[src/rtl/servo_pkg.sv]
// Shared types and constants for the servo control-loop sequencer and PWM users.
package servo_pkg;

  typedef enum logic [2:0] {IDLE, START, WAIT, HOLD, FAULT} servo_state_e;

  localparam int SERVO_DATA_W = 11;
  localparam int SERVO_OUT_W  = 18;
  localparam int SERVO_DUTY_W = 8;

  localparam logic [SERVO_DATA_W-1:0] ADC_MID      = 11'h400;
  localparam logic [7:0]              DUTY_NEUTRAL = 8'h80;

  function automatic int mid_scale(input int w);
    return 1 << (w - 1);
  endfunction

endpackage

[src/rtl/servo_duty_map.sv]
// Maps a signed PID result to an offset-binary duty: top DUTY_W bits plus mid-scale.
module servo_duty_map
  import servo_pkg::*;
#(
  parameter int OUT_W  = SERVO_OUT_W,
  parameter int DUTY_W = SERVO_DUTY_W
) (
  input  logic [OUT_W-1:0]  pid_out,
  output logic [DUTY_W-1:0] duty_map
);

  localparam logic [DUTY_W-1:0] MID = DUTY_W'(mid_scale(DUTY_W));

  logic unused_pid_lsb;

  assign duty_map       = pid_out[OUT_W-1 -: DUTY_W] + MID;
  assign unused_pid_lsb = ^pid_out[OUT_W-DUTY_W-1:0];

endmodule

[src/rtl/servo_loop_seq.sv]
// Servo loop sequencer: ADC sample -> PID start/wait -> duty commit on PWM period end.
// Optional ADC watchdog in IDLE enabled by defining SERVO_ADC_WDOG_EN.
//
// state | meaning
// IDLE  | decimate ADC samples, wait for a qualifying sample
// START | one-cycle PID start pulse, timer cleared
// WAIT  | wait for pid_done, timeout -> FAULT
// HOLD  | pending duty held until the next PWM period end
// FAULT | neutral duty, leave only when loop_en drops
module servo_loop_seq
  import servo_pkg::*;
#(
  parameter int DATA_W  = SERVO_DATA_W,
  parameter int OUT_W   = SERVO_OUT_W,
  parameter int DUTY_W  = SERVO_DUTY_W,
  parameter int DECIM   = 1,
  parameter int TIMEOUT = 4095
) (
  input  logic              clk,
  input  logic              rst,
  input  logic              loop_en,
  input  logic              adc_done,
  input  logic [DATA_W-1:0] adc_data,
  output logic              pid_en,
  output logic [OUT_W-1:0]  pid_yk,
  input  logic              pid_done,
  input  logic [OUT_W-1:0]  pid_out,
  input  logic              pwm_period_end,
  output logic [DUTY_W-1:0] duty,
  output logic              duty_valid,
  output logic              busy,
  output logic              fault,
  output logic              overrun
);

  localparam int TW = $clog2(TIMEOUT + 1);
  localparam logic [TW-1:0] T_LAST     = TW'(TIMEOUT - 1);
  localparam logic [7:0]    DECIM_LAST = 8'(DECIM - 1);
  localparam logic [DUTY_W-1:0] NEUTRAL = (DUTY_W == SERVO_DUTY_W) ?
                                          DUTY_W'(DUTY_NEUTRAL) : DUTY_W'(mid_scale(DUTY_W));
  localparam logic [DATA_W-1:0] MID_SCALE = (DATA_W == SERVO_DATA_W) ?
                                            DATA_W'(ADC_MID) : DATA_W'(mid_scale(DATA_W));

  servo_state_e      state_q, state_d;
  logic [7:0]        decim_q, decim_d;
  logic [TW-1:0]     timer_q, timer_d;
  logic [OUT_W-1:0]  yk_q, yk_d;
  logic [DUTY_W-1:0] pending_q, pending_d;
  logic [DUTY_W-1:0] duty_q, duty_d;
  logic              dv_q, dv_d;
  logic              ovr_q, ovr_d;
  logic [DUTY_W-1:0] mapped;
  logic [DATA_W-1:0] centered;

  servo_duty_map #(.OUT_W(OUT_W), .DUTY_W(DUTY_W)) u_map (
    .pid_out  (pid_out),
    .duty_map (mapped)
  );

  // Flipping the MSB is offset-binary minus mid-scale, modulo 2^DATA_W.
  assign centered = adc_data ^ MID_SCALE;

  assign busy       = (state_q == START) || (state_q == WAIT) || (state_q == HOLD);
  assign fault      = (state_q == FAULT);
  assign pid_yk     = yk_q;
  assign duty       = duty_q;
  assign duty_valid = dv_q;
  assign overrun    = ovr_q;

  always_comb begin
    state_d   = state_q;
    decim_d   = decim_q;
    timer_d   = timer_q;
    yk_d      = yk_q;
    pending_d = pending_q;
    duty_d    = duty_q;
    dv_d      = 1'b0;
    ovr_d     = ovr_q;
    pid_en    = 1'b0;

    if (!loop_en)             ovr_d = 1'b0;
    else if (adc_done && busy) ovr_d = 1'b1;

    case (state_q)
      IDLE: begin
        if (loop_en && adc_done) begin
          timer_d = '0;
          if (decim_q == DECIM_LAST) begin
            decim_d = '0;
            yk_d    = {{(OUT_W-DATA_W){centered[DATA_W-1]}}, centered};
            state_d = START;
          end else begin
            decim_d = decim_q + 8'd1;
          end
        end
`ifdef SERVO_ADC_WDOG_EN
        else if (loop_en) begin
          if (timer_q == T_LAST) state_d = FAULT;
          else                   timer_d = timer_q + 1'b1;
        end
`endif
      end
      START: begin
        pid_en  = loop_en;
        timer_d = '0;
        state_d = WAIT;
      end
      WAIT: begin
        if (pid_done) begin
          pending_d = mapped;
          state_d   = HOLD;
        end else if (timer_q == T_LAST) begin
          state_d = FAULT;
        end else begin
          timer_d = timer_q + 1'b1;
        end
      end
      HOLD: begin
        if (pwm_period_end) begin
          duty_d  = pending_q;
          dv_d    = 1'b1;
          timer_d = '0;
          state_d = IDLE;
        end
      end
      FAULT: begin
        if (!loop_en) begin
          decim_d = '0;
          state_d = IDLE;
        end
      end
      default: state_d = IDLE;
    endcase

    if (!loop_en) timer_d = '0;

    // Disabling the loop or faulting forces neutral duty; pending is simply never committed.
    if (state_q != FAULT && (!loop_en || state_d == FAULT)) begin
      if (!loop_en) state_d = IDLE;
      duty_d = NEUTRAL;
      dv_d   = (duty_q != NEUTRAL);
    end
  end

  always_ff @(posedge clk or negedge rst) begin
    if (!rst) begin
      state_q   <= IDLE;
      decim_q   <= '0;
      timer_q   <= '0;
      yk_q      <= '0;
      pending_q <= NEUTRAL;
      duty_q    <= NEUTRAL;
      dv_q      <= 1'b0;
      ovr_q     <= 1'b0;
    end else begin
      state_q   <= state_d;
      decim_q   <= decim_d;
      timer_q   <= timer_d;
      yk_q      <= yk_d;
      pending_q <= pending_d;
      duty_q    <= duty_d;
      dv_q      <= dv_d;
      ovr_q     <= ovr_d;
    end
  end

endmodule

[config.mk]
export PLATFORM = sky130hd
export DESIGN_NAME = servo_loop_seq
export DESIGN_NICKNAME = d
export VERILOG_FILES = /design/src/rtl/servo_pkg.sv /design/src/rtl/servo_duty_map.sv /design/src/rtl/servo_loop_seq.sv
export SDC_FILE = /design/constraint.sdc
export NUM_CORES = 1
export LEC_CHECK = 0
export ABC_AREA = 1
export CAP_MARGIN = 10
export CORE_ASPECT_RATIO = 1.4
export CORE_UTILIZATION = 47
export DETAILED_ROUTE_END_ITERATION = 16
export HOLD_SLACK_MARGIN = 0.12
export PLACE_DENSITY = 0.76
export SLEW_MARGIN = 20
export SYNTH_ARGS = -nofsm -noshare
export SYNTH_HDL_FRONTEND = slang
export SYNTH_HIERARCHICAL = 1
export SYNTH_SLANG_ARGS = --single-unit
[constraint.sdc]
create_clock -name clk -period 2.1 [get_ports clk]
set_input_delay 0.42 -clock clk [delete_from_list [all_inputs] [get_ports clk]]
set_output_delay 0.42 -clock clk [all_outputs]
set_load 0.1 [all_outputs]
==> results.yml, run 1 <==
finish:
  antenna-diode-count: 0
  multi_input_area_um2: 1220
  layout.nets: 458
  seqCellArea_um2: 1300
  area_delta_synth_final_pct: 22.6
  stdcell_count: 490
  layout-drive-gt1-share_pct: 15.2
  n_fill_cell: 526
logic_synthesis:
  ys_seq_area_share_pct: 46.0
  synth_cells: 372
  yosysUniqueCellTypes: 23
  synth_compound_area_share_pct: 5.35
  synth_edf_count: 0
  netlist_area_um2: 2830
  synth_top_family_by_area: "simple AND/OR/NAND/NOR gates"
  synth.top_cell.area_share_pct: 44.2
  ys_ff_latch: 52
  synthArstFlopShare_pct: 100
  synth_area_leaders: "dfrtp_1, nand2_1, nand3_1, inv_1, nor2_1"
  synth-adder-area-share_pct: 1.77
  synthTopCellsByCount: "nand2_1, dfrtp_1, nand3_1"
  ys_warn_count: 6
  synth_most_common_cell: "nand2_1"
  synth-simple-area-share_pct: 33.8
  synth_top_area_cell: "dfrtp_1"
  avgSynthCellArea_um2: 7.61
  synth-xor-area-share_pct: 1.55
  syn_nets: 411
  synth_flop_cell: "dfrtp_1"
  synthMuxAreaShare_pct: 0
die:
  start_util_pct: 48.6
  die-area_um2: 6340
  num_rows: 33
  coreArea_um2: 5820
  die_x_um: 67.6
  io_pins: 66
  dieHeight_um: 93.8
sta:
  max_freq_mhz: 520
  min_period_over_period_pct: 91.6
  slew_headroom_pct: 68.1
  fin_crit_ns: 1.92
  final-setup-viol-count: 0
  rsz0062_at_grt: "false"
  drv_slew: 0
  finalHoldViolations: 0
  skew_ns: 0.00667
  tns_ns: 0
  tightest_slew_ns: 0.475
detailed_routing:
  vias: 2501
  ant_nets: 0
  drc: 0
  wl_per_cell_um: 11.9
  viasPerCell: 5.10
  firstDrtPassIters: 4
  wirelength_um: 5830
  first_iter_violations: 113
setup_path:
  critPathMaxFanout: 6
  path_class: "reg2out"
  crit_arrival_ns: 1.50
  endpoint_kind: "output port"
  worstPathRequired_ns: 1.68
  start_kind: "register"
clock_tree:
  clk_pin_slew_ns: 0.10
  cts_tree: "built"
  cts_made_buffers: 5
  h-tree-depth: 2
  clock_latency_ns: 0.30
  cts_max_path_buffers: 2
  cts_sinks: 52
  cts-root-buf: "clkbuf_8"
pwr:
  power.share.clock_pct: 27.2
  power_frac_comb_pct: 23.6
  p_switching_mw: 0.834
  switching_share_pct: 32.9
  power_density_nw_per_um2: 730
  p_int_mw: 1.70
  p_leak_nw: 1.75
  p_seq_share_pct: 49.2
  ir_drop_v: 0.000509
  total_power_mw: 2.53
placement:
  dp_cells: 481
  gp_congestion: 0.851
  dp_hpwl_um: 4400
  io_buffers: 55
global_route:
  grt_first_pass_wirelength_um: 9950
  grt_max_degree: 28
  track_usage_pct: 20.3
  overflow: 0
  grt_pass1_vias: 2280
  antenna_found_initial: 0
status:
  status: "complete, no violations"
min_path:
  min_path_type: "reg2reg"
job:
  drv_cap: 0
-- power groups by stage --
stage | logic [mW] | clock network [mW] | registers, mW
after global routing | 0.666 | 0.745 | 1.26
final | 0.598 | 0.689 | 1.25
after floorplan | 0.339 | 0 | 1.35
after global placement | 0.585 | 0 | 1.26
after detailed placement | 0.598 | 0 | 1.26
after CTS | 0.602 | 0.711 | 1.24
-- routing by layer --
layer	part of all wire, %	vias up	track usage, %
met4	1.7	0	7.27
met3	4.8	9	3.03
met2	52	67	35.1
met5	0	-	0
li1	-	1273	-
met1	42	1152	24.7
-- cells in the final DEF (no fill, tap or decap) --
master           count
o21ai_0             15
nor2_2               4
dlygate4sd3_1        1
bufinv_16            1
xor2_1               3
nor2_1              34
ha_1                 4
nand2_2              4
clkbuf_1             1
dfrtp_1             50
nand3b_1             1
nor3_4               1
nand4_1             17
inv_2                1
clkbuf_8             5
xnor2_1              2
nand3_1             47
nor3_1               4
clkdlybuf4s50_1     23
dfstp_2              2
buf_4               37
inv_6                1
a21oi_1             12
buf_12               4
nand3_2              2
o21ai_4              1
inv_1               38
buf_2                1
nand2_1            104
-- worst max-delay path, cell delays in order, from the launching register on --
cell     delay, ns
dfrtp_1       0.47
nor2_2        0.22
nand2_2       0.16
inv_1         0.16
buf_12        0.19
-- final cells by class --
type | count | area share, %
multi-input combinational | 255 | 35.1
timing repair buffer | 66 | 17.4
tap | 70 | 2.52
inverter | 39 | 4.22
clock inverter | 2 | 1.12
clock buffer | 6 | 2.09
sequential | 52 | 37.6
-- registers in the layout, summed over array words and instances, names as in the netlist --
name / count
decim_q: 8
duty: 8
pending_q: 8
timer_q: 12
pid_yk: 11
duty_valid: 1
state_q: 3
overrun: 1
-- path summary, 6_finish.rpt --
path                         startpoint            to  slack (ns)  depth (start not counted)
min reg2reg                pending_q[7]  pending_q[7]        0.47                          2
max in group asynchronous           rst  pending_q[7]        1.15                          3
min                        pending_q[7]  pending_q[7]        0.47                          2
min in group asynchronous           rst    decim_q[2]        0.64                          3
max                          state_q[1]         fault        0.18                          4
max reg2reg                  timer_q[0]    timer_q[1]        0.46                         10
-- cells by family (layout without fill, tap and decap cells) --
group,Yosys count,in the layout
flops,52,52
fa+ha+maj,4,4
buf+inv,65,113
compound gates,28,28
simple gates,218,218
xor+xnor,5,5
-- through the flow --
step	util (%)	instance area, µm²	setup slack [ns]	hold slack [ns]
after detailed placement	57.5	3350	0.162	0.445
after global placement	57.5	3350	0.201	0.438
after global routing	59.6	3470	0.0989	0.502
after floorplan	-	2850	0.0198	0.124
after CTS	59.6	3470	0.0638	0.481
final	59.6	3470	0.176	0.475
-- repair_timing --
action,CTS,global route
setup buffers,0,0
setup endpoints to repair,0,1
hold buffers,1,0
endpoints found under the hold margin,25,0
resized for setup,0,1
No activity file was read; power rests on OpenSTA's default activity.
==> run 2, diff against run 1 <==
--- a/config.mk
+++ b/config.mk
@@ -9,6 +9,7 @@
 export CAP_MARGIN = 10
 export CORE_ASPECT_RATIO = 1.4
 export CORE_UTILIZATION = 47
+export CTS_CLUSTER_DIAMETER = 200
 export DETAILED_ROUTE_END_ITERATION = 16
 export HOLD_SLACK_MARGIN = 0.12
 export PLACE_DENSITY = 0.76
==> results of run 2 <==
Same layout as run 1: the final DEF is identical, and so are final timing and power.
==> run 3, diff against run 2 <==
--- a/config.mk
+++ b/config.mk
@@ -8,11 +8,11 @@
 export ABC_AREA = 1
 export CAP_MARGIN = 10
 export CORE_ASPECT_RATIO = 1.4
-export CORE_UTILIZATION = 47
+export CORE_UTILIZATION = 54
 export CTS_CLUSTER_DIAMETER = 200
 export DETAILED_ROUTE_END_ITERATION = 16
 export HOLD_SLACK_MARGIN = 0.12
-export PLACE_DENSITY = 0.76
+export PLACE_DENSITY = 0.85
 export SLEW_MARGIN = 20
 export SYNTH_ARGS = -nofsm -noshare
 export SYNTH_HDL_FRONTEND = slang
==> run 3 against run 2 <==
Against the previous run:
- sequential share of layout area fell by 0.054 points
- final cell count fell by 1.2%
- worst setup slack got worse by 0.027 ns
- wire length rose by 0.69%
- clock skew rose by 0.00058 ns
- global-route usage rose by 2.2 points
- critical path depth did not move
- utilization rose by 11 points
- final area rose by 0.14%
- clock power rose by 0.6%
- first-iteration DRC count rose by 18%
==> results.yml, run 3 (same netlist as run 1, synthesis figures left out) <==
setup_path:
  slowest_stage: "clkdlybuf4s50_1"
  worstPathRequired_ns: 1.68
  start_kind: "primary input"
  critPathTopFamily: "buffers and inverters"
  endpoint_kind: "output port"
  crit_buf_inv: 3
  crit_arrival_ns: 1.53
  critPathMaxFanout: 4
  path_cells: "clkdlybuf4s50_1, inv_1, nor3_4, buf_12"
  path_class: "in2out"
  slowest_delay_ns: 0.55
clock_tree:
  h-tree-depth: 2
  cts_max_path_buffers: 2
  post_cts_buffers: 0
  cts_made_buffers: 5
  cts_sinks: 52
  cts_tree: "built"
  clock_latency_ns: 0.30
  clk_pin_slew_ns: 0.09
  cts-root-buf: "clkbuf_8"
detailed_routing:
  ant_nets: 0
  viasPerCell: 5.20
  wl_per_cell_um: 12.1
  drc: 0
  first_iter_violations: 133
  wirelength_um: 5870
  firstDrtPassIters: 4
  vias: 2516
finish:
  finish.utilization_pct: 70.2
  largest_reg_flops: 12
  top_register: "timer_q"
  n_fill_cell: 413
  mostFrequentLayoutCells: "nand2_1, dfrtp_1, nand3_1"
  fin_area_um2: 3480
  area_delta_synth_final_pct: 22.8
  final_common_cell: "nand2_1"
  layout-drive-gt1-share_pct: 15.2
  layout.nets: 458
  antenna-diode-count: 0
sta:
  slew_headroom_pct: 70.5
  drv_slew: 0
  max_freq_mhz: 512
  tightest_slew_ns: 0.440
  min_period_over_period_pct: 92.9
  rsz0062_at_grt: "false"
  fin_crit_ns: 1.95
  skew_ns: 0.00725
  tns_ns: 0
  final-setup-viol-count: 0
  finalHoldViolations: 0
min_path:
  min_path_type: "reg2reg"
pwr:
  power_density_nw_per_um2: 731
  total_power_mw: 2.54
  p_leak_nw: 1.75
  ir_drop_v: 0.000535
global_route:
  antenna_found_initial: 0
  track_usage_pct: 22.5
  overflow: 0
  grt_max_degree: 53
  grt_busiest_layer: "met2"
  use_met3_pct: 3.65
  grt_pass1_vias: 2375
  met1_usage_pct: 23.5
  use_met2_pct: 43.5
  grt_first_pass_wirelength_um: 9830
die:
  dieHeight_um: 87.7
  die_x_um: 63.2
  die-area_um2: 5540
  io_pins: 66
  start_util_pct: 57.1
  num_rows: 30
  coreArea_um2: 4950
placement:
  gp_congestion: 0.832
  io_buffers: 55
  dp_hpwl_um: 4330
  placed_area_um2: 3350
status:
  status: "complete, no violations"
job:
  drv_cap: 0
[run 3: path summary, 6_finish.rpt]
kind	from	end	slack (ns)	depth (start not counted)
setup reg to reg	state_q[1]	pid_yk[5]	0.45	6
setup / recovery	loop_en	pid_en	0.15	4
hold reg to reg	pending_q[7]	pending_q[7]	0.47	2
hold / removal	pending_q[7]	pending_q[7]	0.47	2
max in group asynchronous	rst	pending_q[7]	1.19	3
min in group asynchronous	rst	decim_q[1]	0.63	3
[run 3: worst min-delay path, delay by kind of cell (launching register included)]
family / cells / cell delay (ns)
DFF: 1 / 0.38
and+or+nand+nor: 2 / 0.10
[run 3: final cells by class]
| class | instances | area [µm²] | share of cell area [%] |
|---|---|---|---|
| clock buffers | 6 | 72.6 | 2.09 |
| flip-flops and latches | 52 | 1300 | 37.5 |
| clock inverters | 2 | 38.8 | 1.12 |
| repair buffers | 66 | 616 | 17.7 |
| well taps | 64 | 80.1 | 2.30 |
| inverters | 39 | 146 | 4.21 |
| multi-input cells | 255 | 1220 | 35.1 |
[run 3: repair_timing]
item / CTS / global route
endpoints found under the setup margin: 0 / 1
hold buffers: 1 / 0
hold endpoints to repair: 50 / 0
resized for setup: 0 / 1
[run 3: through the flow]
stage                     instances  hold slack, ns  setup WS [ns]
final                           484           0.471          0.149
after global routing            484           0.497         0.0918
after CTS                       484           0.474         0.0588
after detailed placement        475           0.435          0.162
after global placement          475           0.433          0.183
after floorplan                 372           0.124         0.0198
[run 3: metal layers]
layer  routed length [µm]  vias up
met4                  141        0
met3                  251       16
met5                    0        -
met2                 3170       73
li1                     -     1273
met1                 2310     1154
[run 3: where the power goes]
| group | internal [mW] | switching (mW) |
|---|---|---|
| clock | 0.360 | 0.332 |
| combinational | 0.193 | 0.410 |
| sequential | 1.15 | 0.0957 |
